==> config.mk <==
export PLATFORM = sky130hd
export DESIGN_NAME = pim_shift_acc
export DESIGN_NICKNAME = d
export VERILOG_FILES = /design/src/rtl/pim_acc_pkg.sv /design/src/rtl/pim_shift_add.sv /design/src/rtl/pim_shift_acc.sv
export SDC_FILE = /design/constraint.sdc
export NUM_CORES = 1
export LEC_CHECK = 0
export ABC_AREA = 1
export CORE_ASPECT_RATIO = 0.5
export CORE_UTILIZATION = 35
export DETAILED_ROUTE_END_ITERATION = 8
export PLACE_DENSITY_LB_ADDON = 0.15
export SLEW_MARGIN = 15
export SYNTH_ARGS = -nofsm -noshare
export SYNTH_HDL_FRONTEND = slang
export SYNTH_SLANG_ARGS = --single-unit
==> constraint.sdc <==
create_clock -name clk -period 7.45 [get_ports clk]
set_clock_uncertainty 0.15 [all_clocks]
set_input_delay 1.49 -clock clk [delete_from_list [all_inputs] [get_ports clk]]
set_output_delay 1.49 -clock clk [all_outputs]
set_load 0.05 [all_outputs]
==> src/rtl/pim_acc_pkg.sv <==
// Shared types and default sizes for the PIM bit-serial shift-accumulate block.
package pim_acc_pkg;

    typedef enum logic [1:0] {
        IDLE = 2'd0,
        ACC  = 2'd1,
        OUT  = 2'd2
    } state_t;

    localparam int ADC_P_DEF   = 8;
    localparam int IN_BITS_DEF = 8;

endpackage

==> src/rtl/pim_shift_add.sv <==
// Combinational datapath: zero-extends one ADC result, shifts it by the bit-plane
// index and adds it to (or, for the sign plane, subtracts it from) the accumulator.
module pim_shift_add
    import pim_acc_pkg::*;
#(
    parameter int ADC_P   = ADC_P_DEF,
    parameter int IN_BITS = IN_BITS_DEF,
    parameter int ACC_W   = ADC_P + IN_BITS + 1,
    localparam int SW     = $clog2(IN_BITS)
) (
    input  logic signed [ACC_W-1:0] acc,
    input  logic        [ADC_P-1:0] in_data,
    input  logic        [SW-1:0]    shift,
    input  logic                    load,
    input  logic                    sub,
    output logic signed [ACC_W-1:0] sum
);

    logic signed [ACC_W-1:0] term;
    logic signed [ACC_W-1:0] base;

    always_comb begin
        term = $signed(ACC_W'(in_data) << shift);
        // The first plane starts a fresh sum regardless of what acc holds.
        base = load ? '0 : acc;
        sum  = sub ? (base - term) : (base + term);
    end

endmodule

==> src/rtl/pim_shift_acc.sv <==
// Bit-serial shift-accumulate stage behind a PIM crossbar ADC; combines IN_BITS
// bit-plane partial sums into one signed dot product. Optional ReLU: PIM_ACC_RELU_EN.
module pim_shift_acc
    import pim_acc_pkg::*;
#(
    parameter int ADC_P   = ADC_P_DEF,
    parameter int IN_BITS = IN_BITS_DEF,
    parameter int ACC_W   = ADC_P + IN_BITS + 1,
    localparam int PW     = $clog2(IN_BITS)
) (
    input  logic                    clk,
    input  logic                    rst,
    input  logic                    abort,
    input  logic                    in_valid,
    input  logic        [ADC_P-1:0] in_data,
    output logic                    in_ready,
    output logic                    out_valid,
    output logic signed [ACC_W-1:0] out_data,
    input  logic                    out_ready,
    output logic        [PW-1:0]    plane_idx,
    output state_t                  state_dbg
);

    // Handshake: a beat moves on a port only in a cycle where valid and ready are
    // both high at the rising edge; out_valid/out_data hold until accepted.

    localparam logic [PW-1:0] LAST_PLANE = PW'(IN_BITS - 1);

    state_t                  state, state_next;
    logic signed [ACC_W-1:0] acc, acc_next, sum, result;
    logic        [PW-1:0]    plane_next;
    logic                    load, sub;

    assign load = (state == IDLE);
    assign sub  = (state == ACC) && (plane_idx == LAST_PLANE);

    pim_shift_add #(
        .ADC_P   (ADC_P),
        .IN_BITS (IN_BITS),
        .ACC_W   (ACC_W)
    ) u_shift_add (
        .acc     (acc),
        .in_data (in_data),
        .shift   (plane_idx),
        .load    (load),
        .sub     (sub),
        .sum     (sum)
    );

    always_ff @(posedge clk or negedge rst) begin
        if (!rst) begin
            state     <= IDLE;
            acc       <= '0;
            plane_idx <= '0;
        end else begin
            state     <= state_next;
            acc       <= acc_next;
            plane_idx <= plane_next;
        end
    end

    always_comb begin
        state_next = state;
        acc_next   = acc;
        plane_next = plane_idx;
        if (abort) begin
            state_next = IDLE;
            acc_next   = '0;
            plane_next = '0;
        end else begin
            case (state)
                IDLE: begin
                    if (in_valid) begin
                        acc_next   = sum;
                        plane_next = PW'(1);
                        state_next = ACC;
                    end
                end
                ACC: begin
                    if (in_valid) begin
                        acc_next = sum;
                        if (plane_idx == LAST_PLANE) begin
                            state_next = OUT;
                        end else begin
                            plane_next = plane_idx + PW'(1);
                        end
                    end
                end
                OUT: begin
                    if (out_ready) begin
                        state_next = IDLE;
                        acc_next   = '0;
                        plane_next = '0;
                    end
                end
                default: begin
                    state_next = IDLE;
                    acc_next   = '0;
                    plane_next = '0;
                end
            endcase
        end
    end

    always_comb begin
`ifdef PIM_ACC_RELU_EN
        result = acc[ACC_W-1] ? '0 : acc;
`else
        result = acc;
`endif
    end

    assign in_ready  = (state != OUT);
    assign out_valid = (state == OUT);
    // Partial sums stay internal; the output bus is zero outside OUT.
    assign out_data  = out_valid ? result : '0;
    assign state_dbg = state;

endmodule

==> metrics.cfg <==
[synthesis]
synth_top_area_cell = dfrtp_1
avgSynthCellArea_um2 = 6.485
syn_inst = 404
synth_seq_cells = 22
synth.top_cell.area_share_pct = 21.01
synthesis.area_um2 = 2620
yosysSeqAreaShare_pct = 21.01
syn-num-nets = 437
ys_warn_count = 0
synth_area_leaders = dfrtp_1, nand2_1, ha_1
ys_types = 39

[clock_network]
cts_tree = done
cts_hold_buf = 0
cts-buffers-inserted = 3
ctsResizeCount = 0
cts_sinks = 22
insertion_delay_ns = 0.27
postCtsSetupRepairBufs = 0
cts_buffer_depth = 2
path_clk_slew_ns = 0.07
htree_levels = 1
cts_root_buf = clkbuf_16

[finish]
fillers = 762
final_common_cell = nand2_1
area_growth_pct = 19.87
nets = 470
finalCoreUtilization_pct = 45.10
final_area_um2 = 3141
antenna_cells = 0
multi_input_area_um2 = 1789
area.sequential_um2 = 550.5
mostFrequentLayoutCells = nand2_1, nor2_1, inv_1
drive_above_1_share_pct = 9.862

[floorplanning]
num_rows = 21
num_io_pins = 37
die_w_um = 124.4
start_util_pct = 37.63
die_area_um2 = 7857
core_um2 = 6963
die_y_um = 63.18

[critical_path]
crit_fanout = 4
end_kind = flop
reg2reg_depth = 17
reg2reg_slack_ns = 3.52
path_class = input port to flop
worstPathRequired_ns = 7.49
crit_path_start_kind = input port
arrival_ns = 4.66

[sta]
post-route-min-period_ns = 4.618
relSlewSlack_pct = 62.10
hold_viol = 0
rsz0062_at_grt = false
max_freq_ghz = 0.2165
setup_viol = 0
fin_crit_sh_pct = 61.99
tightest_slew_ns = 0.5684
fin_tns_setup_ns = 0
drv_slew = 0

[global_routing]
antenna_found_initial = 0
overflow = 0
grt_pass1_wl_mm = 11.31
first_global_vias = 2330
grt_use_total_pct = 17.89
grt_max_degree = 23

[power_and_ir_drop]
power.density_nw_per_um2 = 174.3
peakVddDrop_uv = 94.09
p_leak_nw = 1.505

[detailed_routing]
drc = 0
drt_iter0_drc = 143
wl_per_cell_um = 12.95
wl_mm = 6.840
dr.pass1.iters = 4
viasPerCell = 4.926
vias = 2601
ant_nets = 0

[place]
dp_hpwl_mm = 5.383
place_congestion = 0.8765
place.port_buffers = 36
dpl_cell_area_um2 = 3040

[worst_hold_path]
hp-class = flop to flop
worstHoldPathCells = 2

[run_status]
outcome = complete, no violations

[run]
maxCapViolCount = 0

==> cells in the mapped netlist, drive strengths merged <==
master,count
a21o,3
a21oi,21
a221oi,1
a31o,1
a31oi,2
a32o,1
buf,7
clkbuf,2
dfrtp,22
fa,1
ha,19
inv,58
nand2,86
nand3,46
nand4,4
nor2,67
nor3,6
o21a,2
o21ai,30
o21bai,3
o22ai,7
or2,1
xnor2,7
xor2,7
==> critical path, cell delays in order <==
cell and delay, ns:
clkdlybuf4s50_1 0.50, nand2_1 0.08, nor3_1 0.21, inv_1 0.11, ha_1 0.28, nand2_1 0.06, o21ai_0 0.15, fa_1 0.48
inv_1 0.07, a21oi_1 0.06, o21ai_1 0.20, inv_1 0.08, o21ai_1 0.31, nand2_1 0.12, nand2_1 0.11, nand2_1 0.08
nand3_1 0.07, nand2_1 0.05, o21ai_1 0.14
==> where the power goes <==
part / internal [mW] / switching [mW]
logic: 0.0869 / 0.154
clock network: 0.107 / 0.0522
registers: 0.138 / 0.00966
==> layout make-up <==
cell class | instances | share of cell area, %
multi-input cells | 315 | 56.97
clock buffers | 3 | 2.390
clock inverters | 1 | 0.9562
inverters | 58 | 6.932
flip-flops and latches | 22 | 17.53
repair buffers | 37 | 11.55
well taps | 92 | 3.665
==> kinds of logic after synthesis <==
group / synth area share (%)
adder cells (fa/ha/maj): 9.838
buffers and inverters: 10.70
flip-flops: 21.01
AO/OA/AOI/OAI: 15.95
XOR/XNOR: 4.680
AND/OR/NAND/NOR: 37.82
==> sequential cells by signal, summed over array words and instances, names as in the netlist <==
register   count
acc           17
plane_idx      3
state_dbg      2
==> worst paths after layout <==
path,from,endpoint
max in group asynchronous,rst,acc[11]
setup / recovery,in_data[0],acc[14]
min in group asynchronous,rst,acc[1]
setup reg to reg,plane_idx[1],acc[15]
hold reg to reg,acc[16],acc[16]
hold / removal,acc[16],acc[16]
==> metrics by stage <==
| step | hold WS, ns | cells | setup slack (ns) | total power [mW] |
|---|---|---|---|---|
| floorplan | 0.2991 | 404 | 3.155 | 0.3356 |
| global placement | 0.3297 | 524 | 2.606 | 0.3905 |
| detailed placement | 0.3361 | 524 | 2.527 | 0.3876 |
| CTS | 0.3536 | 528 | 2.789 | 0.5520 |
| global route | 0.3801 | 528 | 2.448 | 0.5920 |
| finish | 0.3465 | 528 | 2.832 | 0.5475 |
==> routing by layer <==
metal	part of all wire [%]	track usage [%]
met4	0.57	3.163
met2	41	27.49
met3	4.8	4.503
met1	53	25.36
met5	0	0
Note: power is estimated with default switching activity, not from simulation.
